==> config.mk <==
export PLATFORM = sky130hd
export DESIGN_NAME = lut_config_loader
export DESIGN_NICKNAME = d
export VERILOG_FILES = /design/src/rtl/lut_config_loader.sv
export SDC_FILE = /design/constraint.sdc
export NUM_CORES = 1
export LEC_CHECK = 0
export BUFFER_PORTS_ARGS = -buffer_cell sky130_fd_sc_hd__buf_4
export CAP_MARGIN = 20
export CORE_UTILIZATION = 58
export CTS_CLUSTER_DIAMETER = 120
export DETAILED_ROUTE_END_ITERATION = 8
export HOLD_SLACK_MARGIN = 0.1
export PLACE_DENSITY = 0.78
export SLEW_MARGIN = 10
export SYNTH_ARGS = -nofsm -noshare
export SYNTH_HDL_FRONTEND = slang
export SYNTH_SLANG_ARGS = --single-unit
==> constraint.sdc <==
create_clock -name clock -period 2.57 [get_ports clock]
set_input_delay 0.257 -clock clock [delete_from_list [all_inputs] [get_ports clock]]
set_output_delay 0.257 -clock clock [all_outputs]
set_load 0.005 [all_outputs]
==> src/rtl/lut_config_loader.sv <==
// -----------------------------------------------------------------------------
// lut_config_loader
//
// Configuration front end for the LUT-based universal shift register fabric.
// A serial bitstream (MSB first, qualified by cfg_bit_valid) is framed as:
//
//   [8-bit sync header][NUM_WORDS x WORD_W-bit words][8-bit checksum]
//
// Each word ({sel_bit, 32-bit truth table}) is written to the fabric's LUT
// memory by index. The checksum is the count of '1' bits across all word
// payload bits, modulo 256. The fabric stays idle until done is raised.
//
// Ports:
//   clock          system clock, rising edge
//   reset_n        asynchronous active-low reset
//   cfg_start      one-cycle pulse starting a load (ignored while busy)
//   cfg_abort      aborts a load in progress (wins over cfg_start while busy)
//   cfg_bit        serial stream bit
//   cfg_bit_valid  qualifies cfg_bit; may be gapped
//   wr_en          one-cycle LUT memory write strobe
//   wr_addr        word index being written
//   wr_data        assembled word, first received bit at the MSB
//   busy           high while in SYNC, LOAD or CHECK
//   done           sticky: load completed with a matching checksum
//   error          sticky: load failed
//   err_code       01 bad sync, 10 bad checksum, 11 aborted, 00 none
//   words_loaded   words written in the current load
// -----------------------------------------------------------------------------
module lut_config_loader #(
  parameter int          NUM_WORDS = 24,
  parameter int          WORD_W    = 33,
  parameter int          ADDR_W    = 5,
  parameter logic [7:0]  SYNC_WORD = 8'hA5
) (
  input  logic              clock,
  input  logic              reset_n,
  input  logic              cfg_start,
  input  logic              cfg_abort,
  input  logic              cfg_bit,
  input  logic              cfg_bit_valid,
  output logic              wr_en,
  output logic [ADDR_W-1:0] wr_addr,
  output logic [WORD_W-1:0] wr_data,
  output logic              busy,
  output logic              done,
  output logic              error,
  output logic [1:0]        err_code,
  output logic [ADDR_W:0]   words_loaded
);

  typedef enum logic [2:0] {
    S_IDLE,
    S_SYNC,
    S_LOAD,
    S_CHECK,
    S_DONE,
    S_ERR
  } state_e;

  typedef enum logic [1:0] {
    ERR_NONE     = 2'b00,
    ERR_SYNC     = 2'b01,
    ERR_CHECKSUM = 2'b10,
    ERR_ABORT    = 2'b11
  } err_e;

  // Bit counter only ever needs to reach WORD_W-1 (words are the longest field).
  localparam int               CNT_W         = $clog2(WORD_W);
  localparam logic [CNT_W-1:0] LAST_BYTE_BIT = CNT_W'(7);
  localparam logic [CNT_W-1:0] LAST_WORD_BIT = CNT_W'(WORD_W - 1);
  localparam logic [ADDR_W:0]  LAST_WORD_IDX = (ADDR_W + 1)'(NUM_WORDS - 1);

  state_e              state_q,    state_d;
  logic [CNT_W-1:0]    bit_cnt_q,  bit_cnt_d;
  logic [WORD_W-1:0]   shift_q,    shift_d;
  logic [7:0]          csum_q,     csum_d;
  logic [ADDR_W:0]     words_q,    words_d;
  logic                wr_en_q,    wr_en_d;
  logic [ADDR_W-1:0]   wr_addr_q,  wr_addr_d;
  logic [WORD_W-1:0]   wr_data_q,  wr_data_d;
  logic                done_q,     done_d;
  logic                error_q,    error_d;
  err_e                err_code_q, err_code_d;

  // Shift register contents after consuming the current bit. Header and
  // checksum bytes are read from its low 8 bits once 8 bits have entered.
  logic [WORD_W-1:0]   shift_nxt;
  assign shift_nxt = {shift_q[WORD_W-2:0], cfg_bit};

  always_comb begin
    // NOTE: every signal assigned here gets a default first, so no path can
    // leave one unassigned and infer a latch.
    state_d    = state_q;
    bit_cnt_d  = bit_cnt_q;
    shift_d    = shift_q;
    csum_d     = csum_q;
    words_d    = words_q;
    wr_en_d    = 1'b0;
    wr_addr_d  = wr_addr_q;
    wr_data_d  = wr_data_q;
    done_d     = done_q;
    error_d    = error_q;
    err_code_d = err_code_q;

    unique case (state_q)
      S_IDLE, S_DONE, S_ERR: begin
        // Start beats a simultaneous abort here; bits are ignored.
        if (cfg_start) begin
          state_d    = S_SYNC;
          bit_cnt_d  = '0;
          shift_d    = '0;
          csum_d     = '0;
          words_d    = '0;
          done_d     = 1'b0;
          error_d    = 1'b0;
          err_code_d = ERR_NONE;
        end
      end

      S_SYNC, S_LOAD, S_CHECK: begin
        if (cfg_abort) begin
          // Abort wins over start and over a word completing this edge.
          state_d    = S_ERR;
          error_d    = 1'b1;
          err_code_d = ERR_ABORT;
        end else if (cfg_bit_valid) begin
          shift_d   = shift_nxt;
          bit_cnt_d = bit_cnt_q + 1'b1;
          unique case (state_q)
            S_SYNC: begin
              if (bit_cnt_q == LAST_BYTE_BIT) begin
                bit_cnt_d = '0;
                if (shift_nxt[7:0] == SYNC_WORD) begin
                  state_d = S_LOAD;
                end else begin
                  state_d    = S_ERR;
                  error_d    = 1'b1;
                  err_code_d = ERR_SYNC;
                end
              end
            end
            S_LOAD: begin
              csum_d = csum_q + {7'd0, cfg_bit};
              if (bit_cnt_q == LAST_WORD_BIT) begin
                bit_cnt_d = '0;
                wr_en_d   = 1'b1;
                wr_addr_d = words_q[ADDR_W-1:0];
                wr_data_d = shift_nxt;
                words_d   = words_q + 1'b1;
                if (words_q == LAST_WORD_IDX) state_d = S_CHECK;
              end
            end
            default: begin  // S_CHECK
              if (bit_cnt_q == LAST_BYTE_BIT) begin
                bit_cnt_d = '0;
                if (shift_nxt[7:0] == csum_q) begin
                  state_d = S_DONE;
                  done_d  = 1'b1;
                end else begin
                  state_d    = S_ERR;
                  error_d    = 1'b1;
                  err_code_d = ERR_CHECKSUM;
                end
              end
            end
          endcase
        end
      end

      default: state_d = S_IDLE;
    endcase
  end

  // NOTE: sequential state uses non-blocking assignments so every register
  // samples the pre-edge values, independent of statement order.
  always_ff @(posedge clock or negedge reset_n) begin
    if (!reset_n) begin
      state_q    <= S_IDLE;
      bit_cnt_q  <= '0;
      shift_q    <= '0;
      csum_q     <= '0;
      words_q    <= '0;
      wr_en_q    <= 1'b0;
      wr_addr_q  <= '0;
      wr_data_q  <= '0;
      done_q     <= 1'b0;
      error_q    <= 1'b0;
      err_code_q <= ERR_NONE;
    end else begin
      state_q    <= state_d;
      bit_cnt_q  <= bit_cnt_d;
      shift_q    <= shift_d;
      csum_q     <= csum_d;
      words_q    <= words_d;
      wr_en_q    <= wr_en_d;
      wr_addr_q  <= wr_addr_d;
      wr_data_q  <= wr_data_d;
      done_q     <= done_d;
      error_q    <= error_d;
      err_code_q <= err_code_d;
    end
  end

  assign wr_en        = wr_en_q;
  assign wr_addr      = wr_addr_q;
  assign wr_data      = wr_data_q;
  assign busy         = (state_q == S_SYNC) || (state_q == S_LOAD) || (state_q == S_CHECK);
  assign done         = done_q;
  assign error        = error_q;
  assign err_code     = err_code_q;
  assign words_loaded = words_q;

endmodule

==> run_results.csv, run 1 <==
group,metric,value,unit
yosys,synth_compound_area_share,12.1,%
pwr,clock_power_share,28.0,%
sta,fin_worst_skew,0.0204,ns
route,wire_per_inst,16.3,um
pwr,switching_share,32.6,%
grt,grt_use_met3,6.26,%
grt,grt_pass1_vias,2803,
worst_setup_path,reg2reg_to,"wr_data[1]",
yosys,avgSynthCellArea,12.9,sq um
yosys,synth_simple_gate_area_share,10.7,%
place,gp_congestion,0.857,
sta,fin_crit,2.38,ns
cells_and_area,final_layout_size_suffix_gt1_share,31.4,%
worst_setup_path,cp.required,2.83,ns
place,dp.cells,486,
grt,track_usage,22.2,%
clock_network,htree_levels,3,
yosys,synthTopCellsByCount,"98 x dfrtp_1, 38 x mux2_4, 33 x a22o_1",
yosys,ys_ff_latch,98,
pwr,power_density,657,mW/mm^2
cells_and_area,nets,410,
worst_setup_path,start_kind,"flop",
cells_and_area,diodes,0,
floorplanning,die_area,0.00807,sq mm
min_path,hp-start,"cfg_bit",
place,io_buffers,55,
clock_network,clock-sinks,98,
clock_network,cts_root_buffer,"clkbuf_8",
min_path,min_to,"wr_data[0]",
grt,grt.busiest_layer,"met2",
clock_network,clk_latency,0.38,ns
grt,grt_pass1_wl,14200,um
route,firstDrtPassIters,4,
route,drt_iter0_markers,149,
worst_setup_path,path_max_fanout,26,
clock_network,cts_tree,"done",
worst_setup_path,end_kind,"flop",
sta,tightest_slew,0.698,ns
yosys,synth_cells,347,
pwr,power,3.37,mW
grt,grt_max_degree,55,
yosys,synth_warnings,0,
worst_setup_path,timing.rr.start,"bit_cnt_q[0]",
yosys,synth-edff-count,0,
pwr,p_leak,2.67,nW
yosys,synthMuxAreaShare,13.3,%
clock_network,cts_resized,0,
place,place_hpwl,5520,um
route,vias,2904,
worst_setup_path,crit_type,"flop to flop",
sta,slew_headroom,53.5,%
yosys,yosys.area_share.adder,1.40,%
flow_run,max_cap_violations,0,
pwr,p_comb_share,20.9,%
worst_setup_path,r2r_setup_slack,0.19,ns
floorplanning,die_w,89.8,um
yosys,netlist_area,0.00447,sq mm
cells_and_area,synthToLayoutAreaGrowth,14.6,%
yosys,seq_area_frac_synth,54.8,%
yosys,synth_flop_cell,"dfrtp_1",
sta,finalCritPeriodShare,92.8,%
grt,gr-total-overflow,0,
yosys,yosys-top-cells-area,"dfrtp_1 55%, mux2_4 13%, a22o_1 6.5%",
yosys,synth.top_cell.area_share,54.8,%
floorplanning,core,0.00737,sq mm
pwr,vdd_drop_max,0.558,mV
sta,fin_tns_setup,0,ns
sta,hold_viol,0,
yosys,yosysTopAreaCell,"dfrtp_1",
min_path,min_path_type,"primary input to flop",
route,postRouteAntennaNets,0,
route,drc,0,
pwr,p_sw,1.10,mW
sta,fmax,420,MHz
yosys,async_reset_ff_share,100,%
worst_setup_path,worst_r2r_path_depth,7,
pwr,internal-power,2.27,mW
floorplanning,die_h,89.8,um
yosys,syn_nets,358,
worst_setup_path,crit_arrival,2.64,ns
sta,finalMaxSlewViolations,0,
min_path,hold_depth,2,
yosys,synth_xor_area_share,3.72,%
grt,met1_usage,32.5,%
yosys,synthDistinctLibCells,48,
sta,setup-violations-final,0,
grt,antenna_found_initial,0,
outcome,outcome,"finished, final reports clean",
floorplanning,row_count,31,
sta,rsz0062_at_grt,"false",
yosys,synth.most_common_cell,"dfrtp_1",
yosys,synth_top_family_by_area,"multiplexers",
floorplanning,initial_utilization,60.7,%
clock_network,cts.path.max_buffers,2,
clock_network,clk_pin_slew_worst_paths,0.10,ns
cells_and_area,fin_cells,503,
route,vias_per_cell,5.77,
clock_network,cts_buffers,9,
pwr,seq_power_share,51.2,%
grt,grt_use_met2,33.0,%
floorplanning,ios,56,
route,wl,8200,um
[worst max-delay path by stage]
stage	from	end	slack, ns
CTS	bit_cnt_q[0]	wr_data[1]	0.18
global route	bit_cnt_q[0]	wr_data[1]	0.11
floorplan	bit_cnt_q[0]	wr_addr[4]	0.47
detailed placement	bit_cnt_q[0]	wr_data[21]	0.21
finish	bit_cnt_q[0]	wr_data[1]	0.19
global placement	bit_cnt_q[0]	wr_data[13]	0.28
[repair_timing]
item | 4_1_cts | 5_1_grt
hold endpoints to repair | 53 | 0
hold buffers | 1 | 0
setup buffers | 0 | 0
[registers in the layout, indices dropped and copies added, names as in the netlist]
| register | flops |
|---|---|
| wr_data | 33 |
| shift_q | 32 |
| csum_q | 8 |
| bit_cnt_q | 6 |
| words_loaded | 6 |
| wr_addr | 5 |
| state_q | 3 |
| err_code | 2 |
| done | 1 |
| error | 1 |
| wr_en | 1 |
[logic make-up after synthesis]
group,Yosys count
flip-flops,98
buffers and inverters,28
AND/OR/NAND/NOR,88
multiplexers,40
AO/OA/AOI/OAI,69
XOR/XNOR,19
adder cells (fa/ha/maj),5
[metal layers]
layer	vias to the layer above	wire length, um	share of wire, %
li1	1366	-	-
met1	1455	4050	49
met2	76	3710	45
met3	7	372	4.5
met4	0	72	0.88
met5	-	0	0
[cell usage in the layout (no fill, tap or decap), types with 4 or more instances in the layout]
cell type / instances
nor2b_1: 4
nand4_1: 4
buf_4: 62
nor3_1: 7
nand2_1: 14
xnor2_1: 5
inv_1: 5
dfrtp_1: 98
xor2_1: 14
nor2_1: 25
clkbuf_8: 9
ha_1: 5
a22o_1: 33
and3_1: 4
a21oi_1: 5
nand3_1: 8
o21ai_0: 9
mux2_4: 38
[power by group through the flow]
stage | sequential [mW] | combinational [mW] | clock (mW)
final | 1.72 | 0.703 | 0.942
after global routing | 1.74 | 0.786 | 1.04
after CTS | 1.72 | 0.702 | 0.969
after detailed placement | 1.75 | 0.698 | 0
after global placement | 1.74 | 0.677 | 0
after floorplan | 1.71 | 0.497 | 0
[final cells by class]
type / count / area (sq um)
inverter: 5 / 18.8
tap: 99 / 124
timing repair buffer: 64 / 495
multi-input combinational: 221 / 1850
fill: 550 / 2240
clock inverter: 7 / 66.3
clock buffer: 9 / 124
sequential: 98 / 2450
[worst max-delay path, stage by stage, from the launching register on]
cell      delay, ns
dfrtp_1        0.41
inv_1          0.10
ha_1           0.20
nand3b_4       0.09
or3_1          0.33
or3_2          0.49
buf_4          0.29
mux2_4         0.35
[metrics by stage]
step	cell area [sq um]	hold slack (ns)	setup WS (ns)	util [%]
6_report	5130	0.143	0.186	69.6
5_1_grt	5130	0.132	0.110	69.6
4_1_cts	5130	0.134	0.178	69.6
3_5_place_dp	4930	0.353	0.214	66.9
3_3_place_gp	4930	0.339	0.279	66.9
2_1_floorplan	4470	-0.0386	0.471	-
No activity file was read; power rests on OpenSTA's default activity.
==> run 2: changes to the inputs <==
Settings changed: CTS_BUF_LIST set to sky130_fd_sc_hd__clkbuf_16.
==> run_results.csv, run 2 (synthesis results as in run 1) <==
group,metric,value,unit
pwr,power_density,710,mW/mm^2
place,place_hpwl,5520,um
sta,hold_viol,0,
pwr,internal-power,2.58,mW
pwr,p_comb_share,19.1,%
route,drc,0,
sta,setup_slack,0.164,ns
worst_setup_path,end_kind,"flop",
cells_and_area,synthToLayoutAreaGrowth,16.9,%
worst_setup_path,critical-path-top-delay-family,"simple AND/OR/NAND/NOR gates",
worst_setup_path,timing.rr.start,"bit_cnt_q[0]",
floorplanning,row_count,31,
sta,fmax,416,MHz
pwr,power,3.71,mW
route,drt_iter0_markers,171,
sta,rsz0062_at_grt,"false",
floorplanning,die_w,89.8,um
clock_network,cts_tree,"done",
cells_and_area,regArea,0.00245,sq mm
worst_setup_path,start_kind,"flop",
cells_and_area,diodes,0,
worst_setup_path,r2r_setup_slack,0.16,ns
floorplanning,ios,56,
cells_and_area,layout.cells.most_common,"dfrtp_1",
clock_network,cts_setup_buffers,0,
place,gp_congestion,0.857,
flow_run,max_cap_violations,0,
sta,fin_crit,2.41,ns
grt,grt_use_met3,4.82,%
outcome,outcome,"finished, final reports clean",
clock_network,clock-sinks,98,
grt,grt_use_met2,35.1,%
worst_setup_path,cp.required,2.80,ns
route,wire_per_inst,17.0,um
pwr,clock_power_share,34.5,%
route,wl,8530,um
sta,setup-violations-final,0,
place,io_buffers,55,
worst_setup_path,reg2reg_to,"wr_data[8]",
sta,tightest_slew,0.693,ns
clock_network,cts.path.max_buffers,2,
worst_setup_path,cpPeakStageDelay,0.49,ns
floorplanning,initial_utilization,60.7,%
worst_setup_path,worst_path_max_delay_cell,"or3_2",
worst_setup_path,worst_r2r_path_depth,7,
sta,fin_worst_skew,0.0124,ns
grt,antenna_found_initial,0,
cells_and_area,fillers,544,
place,post-place-ws,0.214,ns
floorplanning,die_area,0.00807,sq mm
clock_network,clk_latency,0.35,ns
worst_setup_path,path_buf_inv,2,
worst_setup_path,crit_type,"flop to flop",
worst_setup_path,path_max_fanout,26,
clock_network,cts_buffers,9,
route,postRouteAntennaNets,0,
cells_and_area,final_layout_size_suffix_gt1_share,31.4,%
grt,grt_max_degree,55,
grt,track_usage,23.1,%
grt,grt_pass1_vias,2903,
clock_network,cts_root_buffer,"clkbuf_16",
grt,grt_pass1_wl,14800,um
min_path,hp-start,"cfg_bit",
min_path,min_path_type,"primary input to flop",
clock_network,clk_pin_slew_worst_paths,0.07,ns
sta,slew_headroom,53.8,%
grt,grt.busiest_layer,"met2",
grt,gr-total-overflow,0,
min_path,min_to,"wr_data[0]",
route,vias,2907,
floorplanning,die_h,89.8,um
pwr,vdd_drop_max,0.580,mV
min_path,hold_depth,2,
worst_setup_path,path_cells,"inv_1 > ha_1 > nand3b_4 > or3_1 > or3_2 > buf_4 > mux2_4",
worst_setup_path,crit_arrival,2.63,ns
pwr,seq_power_share,46.4,%
sta,finalMaxSlewViolations,0,
route,firstDrtPassIters,4,
pwr,switching_share,30.6,%
clock_network,htree_levels,3,
floorplanning,core,0.00737,sq mm
sta,finalCritPeriodShare,93.6,%
cells_and_area,multiInputGateArea,0.00185,sq mm
grt,met1_usage,33.9,%
cells_and_area,layout_common_cells,"98 x dfrtp_1, 62 x buf_4, 38 x mux2_4, 33 x a22o_1, 25 x nor2_1",
sta,fin_tns_setup,0,ns
route,vias_per_cell,5.78,
cells_and_area,largest_reg_flops,33,
pwr,p_leak,2.71,nW
pwr,p_sw,1.14,mW
cells_and_area,nets,410,
-- run 2: repair_timing --
item | in CTS | in global routing
gates resized for setup | 0 | 0
hold buffers | 1 | 0
hold endpoints to repair | 53 | 0
-- run 2: area by class of cell --
cell class | count | share of cell area [%]
well taps | 99 | 2.37
repair buffers | 64 | 9.48
multi-input cells | 221 | 35.3
flip-flops and latches | 98 | 46.9
clock inverters | 7 | 1.27
clock buffers | 9 | 4.31
inverters | 5 | 0.359
-- run 2: through the flow --
| step | std cells | hold WS, ns | utilization, % | area, sq um |
|---|---|---|---|---|
| 4_1_cts | 503 | 0.171 | 71.0 | 5230 |
| 3_5_place_dp | 486 | 0.353 | 66.9 | 4930 |
| 5_1_grt | 503 | 0.182 | 71.0 | 5230 |
| 2_1_floorplan | 347 | -0.0386 | - | 4470 |
| 6_report | 503 | 0.182 | 71.0 | 5230 |
| 3_3_place_gp | 486 | 0.339 | 66.9 | 4930 |
-- run 2: routing by layer --
metal	part of all wire, %	wire length [um]
met3	3.5	301
met5	0	0
met1	49	4190
met4	0.90	77
met2	46	3960
-- run 2: how the worst max path moves through the flow --
stage / end / cells past startpoint / start / slack [ns]
final: wr_data[8] / 7 / bit_cnt_q[0] / 0.16
after global routing: wr_data[14] / 7 / bit_cnt_q[0] / 0.09
after CTS: wr_data[8] / 7 / bit_cnt_q[0] / 0.16
after detailed placement: wr_data[21] / 7 / bit_cnt_q[0] / 0.21
after global placement: wr_data[13] / 7 / bit_cnt_q[0] / 0.28
after floorplan: wr_addr[4] / 8 / bit_cnt_q[0] / 0.47
-- run 2: power by group through the flow --
stage                     logic, mW  clock network [mW]  registers (mW)
after floorplan               0.497                   0            1.71
after detailed placement      0.698                   0            1.75
final                         0.710                1.28            1.72
after global routing          0.791                1.38            1.73
after CTS                     0.709                1.31            1.72
after global placement        0.677                   0            1.74
==> run 3: changes to the inputs <==
Settings changed: CORE_UTILIZATION 58 to 40, PLACE_DENSITY 0.78 to 0.57.
==> run_results.csv, run 3 (synthesis results as in run 1) <==
group,metric,value,unit
route,postRouteAntennaNets,0,
worst_setup_path,cp.required,2.78,ns
clock_network,clock-sinks,98,
floorplanning,die_h,108,um
flow_run,max_cap_violations,0,
cells_and_area,final_layout_size_suffix_gt1_share,31.9,%
min_path,min_path_type,"primary input to flop",
cells_and_area,diodes,0,
cells_and_area,final_area,0.00530,sq mm
worst_setup_path,end_kind,"flop",
place,place_hpwl,5900,um
worst_setup_path,crit_arrival,2.51,ns
sta,fmax,436,MHz
grt,grt_pass1_wl,14600,um
floorplanning,row_count,38,
floorplanning,die_w,108,um
clock_network,clk_pin_slew_worst_paths,0.07,ns
pwr,p_leak,2.73,nW
clock_network,clk_latency,0.33,ns
sta,hold_viol,0,
sta,finalMaxSlewViolations,0,
cells_and_area,synthToLayoutAreaGrowth,18.5,%
route,firstDrtPassIters,4,
clock_network,cts_setup_buffers,0,
clock_network,cts_buffers,9,
grt,gr-total-overflow,0,
sta,finalCritPeriodShare,89.2,%
pwr,power_density,699,mW/mm^2
worst_setup_path,start_kind,"flop",
pwr,power,3.71,mW
route,wl,8610,um
worst_setup_path,worst_r2r_path_depth,7,
sta,fin_worst_skew,0.00782,ns
sta,tightest_slew,0.607,ns
floorplanning,initial_utilization,41.1,%
worst_setup_path,reg2reg_to,"wr_data[14]",
floorplanning,die_area,0.0116,sq mm
route,wire_per_inst,15.7,um
clock_network,cts_resized,0,
sta,fin_crit,2.29,ns
route,vias,2882,
worst_setup_path,path_max_fanout,40,
sta,hold_ws,0.181,ns
min_path,hold_depth,2,
cells_and_area,utilization,48.7,%
outcome,outcome,"finished, final reports clean",
sta,setup-violations-final,0,
route,drc,0,
place,io_buffers,55,
route,drt_iter0_markers,127,
min_path,min_to,"shift_q[0]",
sta,rsz0062_at_grt,"false",
place,place_area,0.00500,sq mm
sta,slew_headroom,59.4,%
cells_and_area,largest_reg_flops,33,
clock_network,htree_levels,3,
pwr,vdd_drop_max,0.380,mV
floorplanning,core,0.0109,sq mm
worst_setup_path,crit_type,"flop to flop",
worst_setup_path,r2r_setup_slack,0.28,ns
route,vias_per_cell,5.27,
clock_network,cts_root_buffer,"clkbuf_16",
cells_and_area,nets,413,
worst_setup_path,timing.rr.start,"bit_cnt_q[0]",
grt,track_usage,16.2,%
grt,grt_pass1_vias,2838,
clock_network,holdBufCountCts,1,
grt,antenna_found_initial,0,
place,gp_congestion,0.791,
clock_network,cts.path.max_buffers,2,
worst_setup_path,startpoint,"bit_cnt_q[0]",
cells_and_area,layout_common_cells,"98 x dfrtp_1, 65 x buf_4, 38 x mux2_4, 33 x a22o_1, 25 x nor2_1",
grt,grt_max_degree,41,
sta,fin_tns_setup,0,ns
clock_network,cts_tree,"done",
min_path,hp-start,"cfg_bit",
cells_and_area,layout.cells.most_common,"dfrtp_1",
floorplanning,ios,56,
-- run 3: per-stage QoR --
step / std cells / setup slack, ns
floorplan: 347 / 0.471
global placement: 530 / 0.320
detailed placement: 530 / 0.286
CTS: 547 / 0.273
global route: 547 / 0.168
finish: 547 / 0.278
-- run 3: power by group --
part	internal [mW]	total, mW	switching [mW]
Clock	0.675	1.27	0.597
Sequential	1.62	1.70	0.0796
Combinational	0.292	0.734	0.443
-- run 3: area by class of cell --
cell class                      count  area (sq um)
Timing Repair Buffer               67           518
Fill cell                         961          5590
Clock inverter                      7          66.3
Tap cell                          140           175
Inverter                            5          18.8
Sequential cell                    98          2450
Multi-Input combinational cell    221          1850
Clock buffer                        9           225
-- run 3: how the worst max path moves through the flow --
stage                     cells after the start     endpoint  slack (ns)
final                                         7  wr_data[14]        0.28
after global routing                          7  wr_data[19]        0.17
after CTS                                     7  wr_data[19]        0.27
after detailed placement                      7   wr_data[7]        0.29
after global placement                        7  wr_data[11]        0.32
after floorplan                               8   wr_addr[4]        0.47
-- run 3: routing by layer --
metal,GRT usage [%],up-vias,share of wire [%]
li1,-,1381,-
met1,23.8,1435,51
met2,23.6,60,45
met3,3.03,6,3.3
met4,5.77,0,0.95
met5,0,-,0
-- run 3: critical path: stages (launching register included) --
cell and delay, ns:
dfrtp_1 0.40, inv_1 0.10, ha_1 0.20, nand3b_4 0.09, or3_1 0.32, or3_2 0.51, buf_12 0.23, mux2_4 0.32
